[src/rtl/mem_stage.sv]
// Memory pipeline stage: runs loads and stores over a req/ack memory port with a
// bounded wait, and produces the MEM/WB writeback bundle plus the EX-forwarding value.
module mem_stage #(
  parameter int TIMEOUT = 16
) (
  input  logic         clk,
  input  logic         reset_b,
  input  logic [138:0] EX_MEM,
  output logic         stall,
  output logic         mem_req,
  output logic         mem_we,
  output logic [31:0]  mem_addr,
  output logic [31:0]  mem_wdata,
  input  logic         mem_ack,
  input  logic [31:0]  mem_rdata,
  output logic [37:0]  MEM_WB,
  output logic [31:0]  fwd_data,
  output logic         bus_err
);

  typedef enum logic [1:0] {
    IDLE = 2'd0,
    REQ  = 2'd1,
    DONE = 2'd2
  } state_t;

  localparam logic [7:0] COUNT_LAST = 8'(TIMEOUT - 1);

  state_t      state;
  state_t      state_next;
  logic [7:0]  count;
  logic [31:0] rdata;

  logic [31:0] store_data;
  logic [31:0] alu_result;
  logic [4:0]  write_reg;
  logic        mem_read;
  logic        mem_write;
  logic        reg_write;
  logic [1:0]  mem_to_reg;
  logic [31:0] pc_plus4;
  logic [31:0] lu_data;
  logic        lu_op;
  logic        access;
  logic [31:0] wb_data;

  logic        issue;
  logic        ack_seen;
  logic        timed_out;

  assign store_data = EX_MEM[31:0];
  assign alu_result = EX_MEM[63:32];
  assign write_reg  = EX_MEM[68:64];
  assign mem_read   = EX_MEM[69];
  assign mem_write  = EX_MEM[70];
  assign reg_write  = EX_MEM[71];
  assign mem_to_reg = EX_MEM[73:72];
  assign pc_plus4   = EX_MEM[105:74];
  assign lu_data    = EX_MEM[137:106];
  assign lu_op      = EX_MEM[138];

  assign access = mem_read | mem_write;

  function automatic logic [31:0] select_data(
    input logic        sel_lu,
    input logic [1:0]  sel_src,
    input logic [31:0] alu_val,
    input logic [31:0] mem_val,
    input logic [31:0] pc_val,
    input logic [31:0] lu_val
  );
    logic [31:0] result;
    result = 32'h0;
    if (sel_lu) begin
      result = lu_val;
    end else begin
      case (sel_src)
        2'b00:   result = alu_val;
        2'b01:   result = mem_val;
        2'b10:   result = pc_val;
        default: result = 32'h0;
      endcase
    end
    return result;
  endfunction

  // Forwarding cannot wait for memory, so the load slot carries the address instead.
  assign fwd_data = select_data(lu_op, mem_to_reg, alu_result, alu_result, pc_plus4, lu_data);
  assign wb_data  = select_data(lu_op, mem_to_reg, alu_result, rdata, pc_plus4, lu_data);

  always_comb begin
    state_next = state;
    stall      = 1'b0;
    issue      = 1'b0;
    ack_seen   = 1'b0;
    timed_out  = 1'b0;
    case (state)
      IDLE: begin
        if (access) begin
          stall      = 1'b1;
          issue      = 1'b1;
          state_next = REQ;
        end
      end
      REQ: begin
        stall = 1'b1;
        if (mem_ack) begin
          ack_seen   = 1'b1;
          state_next = DONE;
        end else if (count == COUNT_LAST) begin
          timed_out  = 1'b1;
          state_next = DONE;
        end
      end
      DONE: begin
        state_next = IDLE;
      end
      default: begin
        state_next = IDLE;
      end
    endcase
  end

  always_ff @(posedge clk or negedge reset_b) begin
    if (!reset_b) begin
      state <= IDLE;
    end else begin
      state <= state_next;
    end
  end

  always_ff @(posedge clk or negedge reset_b) begin
    if (!reset_b) begin
      mem_req   <= 1'b0;
      mem_we    <= 1'b0;
      mem_addr  <= 32'h0;
      mem_wdata <= 32'h0;
    end else if (issue) begin
      mem_req   <= 1'b1;
      mem_we    <= mem_write;
      mem_addr  <= alu_result;
      mem_wdata <= store_data;
    end else if (ack_seen || timed_out) begin
      mem_req <= 1'b0;
    end
  end

  always_ff @(posedge clk or negedge reset_b) begin
    if (!reset_b) begin
      count <= 8'h0;
    end else if (issue) begin
      count <= 8'h0;
    end else if (state == REQ && !mem_ack) begin
      count <= count + 8'd1;
    end
  end

  // A write completes with no data; a timeout returns zero and latches the error.
  always_ff @(posedge clk or negedge reset_b) begin
    if (!reset_b) begin
      rdata   <= 32'h0;
      bus_err <= 1'b0;
    end else if (ack_seen) begin
      rdata <= mem_we ? 32'h0 : mem_rdata;
    end else if (timed_out) begin
      rdata   <= 32'h0;
      bus_err <= 1'b1;
    end
  end

  always_ff @(posedge clk or negedge reset_b) begin
    if (!reset_b) begin
      MEM_WB <= 38'h0;
    end else if (stall) begin
      MEM_WB <= 38'h0;
    end else begin
      MEM_WB <= {reg_write, write_reg, wb_data};
    end
  end

  // The request line mirrors the REQ state, and the port fields never move mid-request.
  a_req_matches_state: assert property (
    @(posedge clk) disable iff (!reset_b) mem_req == (state == REQ)
  );
  a_port_stable: assert property (
    @(posedge clk) disable iff (!reset_b)
      (state == REQ) |=> ($stable(mem_addr) && $stable(mem_wdata) && $stable(mem_we))
  );

endmodule
[config.mk]
export PLATFORM = sky130hd
export DESIGN_NAME = mem_stage
export DESIGN_NICKNAME = d
export VERILOG_FILES = /design/src/rtl/mem_stage.sv
export SDC_FILE = /design/constraint.sdc
export NUM_CORES = 1
export LEC_CHECK = 0
export BUFFER_PORTS_ARGS = -buffer_cell sky130_fd_sc_hd__buf_4
export CAP_MARGIN = 0
export CORE_UTILIZATION = 38
export DETAILED_ROUTE_END_ITERATION = 8
export PLACE_DENSITY_LB_ADDON = 0.2
export SLEW_MARGIN = 20
export SYNTH_ARGS = -nofsm -noshare
export SYNTH_HDL_FRONTEND = slang
export SYNTH_SLANG_ARGS = --single-unit
export TNS_END_PERCENT = 100
[constraint.sdc]
create_clock -name clk -period 3.15 [get_ports clk]
set_input_delay 0.4725 -clock clk [delete_from_list [all_inputs] [get_ports clk]]
set_output_delay 0.4725 -clock clk [all_outputs]
set_load 0.1 [all_outputs]
==> run_results.csv <==
group,metric,value,unit
timing,skew,8.76,ps
clock_network,h-tree-depth,4,
critical_path,crit_slowest_cell,"buf_4",
synthesis,avgSynthCellArea,10.9,um2
clock_network,post_cts_buffers,0,
critical_path,cp.required,2680,ps
status,status,"complete, but fails checks",
status,violations,"DRC",
run,drv_cap,0,
route,first_iter_violations,330,
timing,slew_violations,0,
timing,fin_crit_sh,0.751,
cells_and_area,mostFrequentLayoutCell,"buf_4",
route,routed-via-count,6202,
clock_network,numCtsBuffers,17,
synthesis,synth.area.top_cells,"dfrtp_1, mux2_2, a221oi_1",
synthesis,seq_area_frac_synth,0.522,
clock_network,cts_sinks,147,
cells_and_area,layout-drive-gt1-share,0.519,
global_route,grt_max_degree,67,
min_path,min_path_type,"primary input to flip-flop",
cells_and_area,layout_common_cells,"buf_4, dfrtp_1, inv_1",
cells_and_area,utilization,0.572,
route,drt-vias-per-instance,5.25,
route,routed_wl,21300,um
floorplan,die_w,138,um
critical_path,crit_family,"buffers and inverters",
power_and_ir_drop,irDropWorstVdd,1.49,mV
placed_design,gp_congestion,0.808,
power_and_ir_drop,cellPowerDensity,1180,nW/um2
power_and_ir_drop,p_leak,0.00506,uW
floorplan,core-area,18100,um2
route,drt-pass1-iter-count,6,
floorplan,die_area,19100,um2
global_route,grt_remaining_overflow,0,
critical_path,arrival,1890,ps
power_and_ir_drop,total_power,12200,uW
clock_network,cts.repair.resized,0,
clock_network,cts_root_buffer,"clkbuf_16",
route,ant_nets,0,
clock_network,clk_pin_slew,60,ps
synthesis,synth_top_cell_by_area,"dfrtp_1",
clock_network,clockBufferDepth,2,
synthesis,synth_nets,823,
timing,max_slew_margin,0.536,
timing,worst_slew_pin_slew,694,ps
critical_path,start_kind,"primary input",
placed_design,io_buffers,311,
route,drc,42,
global_route,grt_pass1_vias,6386,
timing,rsz0062_at_grt,"false",
cells_and_area,nets,1115,
critical_path,crit_path_max_fanout,27,
critical_path,critPathKind,"primary input to output pin",
critical_path,crit_top_cell,"buf_4",
timing,setup_violations,0,
critical_path,crit_path_end_kind,"output pin",
floorplan,io_pins,312,
placed_design,dp_hpwl,15500,um
timing,max_freq,423,MHz
floorplan,die_h,138,um
synthesis,synth_top_area_share,0.522,
clock_network,cts_tree,"yes",
global_route,grt_antenna_before_repair,0,
cells_and_area,num_antenna_cells,0,
synthesis,syn_inst,648,
clock_network,clk_latency,410,ps
floorplan,num_rows,49,
timing,period_needed,2360,ps
floorplan,start_util,0.389,
synthesis,yosys_warnings,0,
critical_path,cp_cell_sequence,"buf_4 > nor2b_4 > buf_4 > a221oi_1 > a21oi_1 > buf_4",
synthesis,ys_seq_elements,147,
timing,holdWs,275,ps
synthesis,synth_area,7040,um2
global_route,grt_pass1_wl,34200,um
critical_path,slowest_delay,350,ps
timing,setup_tns,0,ps
timing,report.final.hold_viol_count,0,
global_route,track_usage,0.227,
synthesis,yosysUniqueCellTypes,31,
cells_and_area,area_growth,47.0,%
critical_path,critPathBufInv,3,
route,drt-wirelength-per-cell,18.0,um
[final cells by class]
type / count / area, um2
flip-flops and latches: 147 / 3680
well taps: 229 / 287
fillers: 1618 / 7740
multi-input cells: 375 / 3010
inverters: 67 / 251
repair buffers: 332 / 2540
clock buffers: 21 / 460
clock inverters: 10 / 125
[through the flow]
step / cells / area, um2 / setup WS (ps)
after global routing: 1181 / 10300 / 721
final: 1181 / 10300 / 786
after global placement: 1149 / 9750 / 842
after floorplan: 648 / 7150 / 184
after detailed placement: 1149 / 9750 / 817
after CTS: 1181 / 10300 / 814
[power by group]
| group | total (uW) | leakage [uW] | switching, uW | internal [uW] |
|---|---|---|---|---|
| Clock | 2010 | 0.000285 | 793 | 1220 |
| Sequential | 3020 | 0.00185 | 379 | 2640 |
| Combinational | 7180 | 0.00293 | 5510 | 1670 |
| Total | 12200 | 0.00506 | 6680 | 5520 |
[cells in the mapped netlist]
master    number
dfrtp_1      147
a21oi_1       70
inv_1         67
a221oi_1      64
mux2_2        64
clkbuf_1      43
nand2_1       36
or2_2         34
mux2i_1       32
o32ai_1       32
buf_2         11
nor2b_1        8
o21ai_0        7
nor2_1         5
or4_1          4
buf_4          3
o31ai_1        3
or3_1          3
nand3_1        2
o211ai_1       2
a22o_1         1
buf_1          1
buf_6          1
ha_1           1
nand2b_1       1
nand3b_1       1
nand4_1        1
nor3_1         1
nor3_4         1
o21ai_1        1
or3b_1         1
[registers in the layout (all words and copies together) (netlist names)]
register	flops
bus_err	1
rdata	32
mem_we	1
mem_req	1
state	2
MEM_WB	38
mem_addr	32
mem_wdata	32
count	8
[routing by layer]
| metal | share of wire | up-vias | global-route usage |
|---|---|---|---|
| li1 | - | 2929 | - |
| met1 | 0.44 | 3048 | 0.296 |
| met2 | 0.49 | 210 | 0.380 |
| met3 | 0.062 | 15 | 0.0506 |
| met4 | 0.010 | 0 | 0.0662 |
| met5 | 0 | - | 0 |
[final timing paths]
check / start / endpoint / slack, ps / cells past startpoint
worst max-delay path: EX_MEM[73] / fwd_data[0] / 790 / 6
worst max register to register: state[1] / mem_wdata[25] / 1090 / 4
worst min register to register: bus_err / bus_err / 480 / 1
max in group asynchronous: reset_b / mem_addr[12] / 1920 / 3
min in group asynchronous: reset_b / mem_wdata[27] / 540 / 2
worst min-delay path: EX_MEM[64] / MEM_WB[32] / 280 / 2
[repair_timing]
item | in CTS | in global routing
hold buffers | 1 | 0
endpoints found under the setup margin | 0 | 0
hold endpoints to repair | 39 | 0
[cells by family (layout without fill, tap and decap cells)]
logic type	Yosys count	in the layout	share of synthesized area
mux	96	96	0.148
buf+inv	126	430	0.0718
fa+ha+maj	1	1	0.00178
compound gates	180	180	0.181
simple gates	98	98	0.0746
flops	147	147	0.522
No activity file was read; power rests on OpenSTA's default activity.
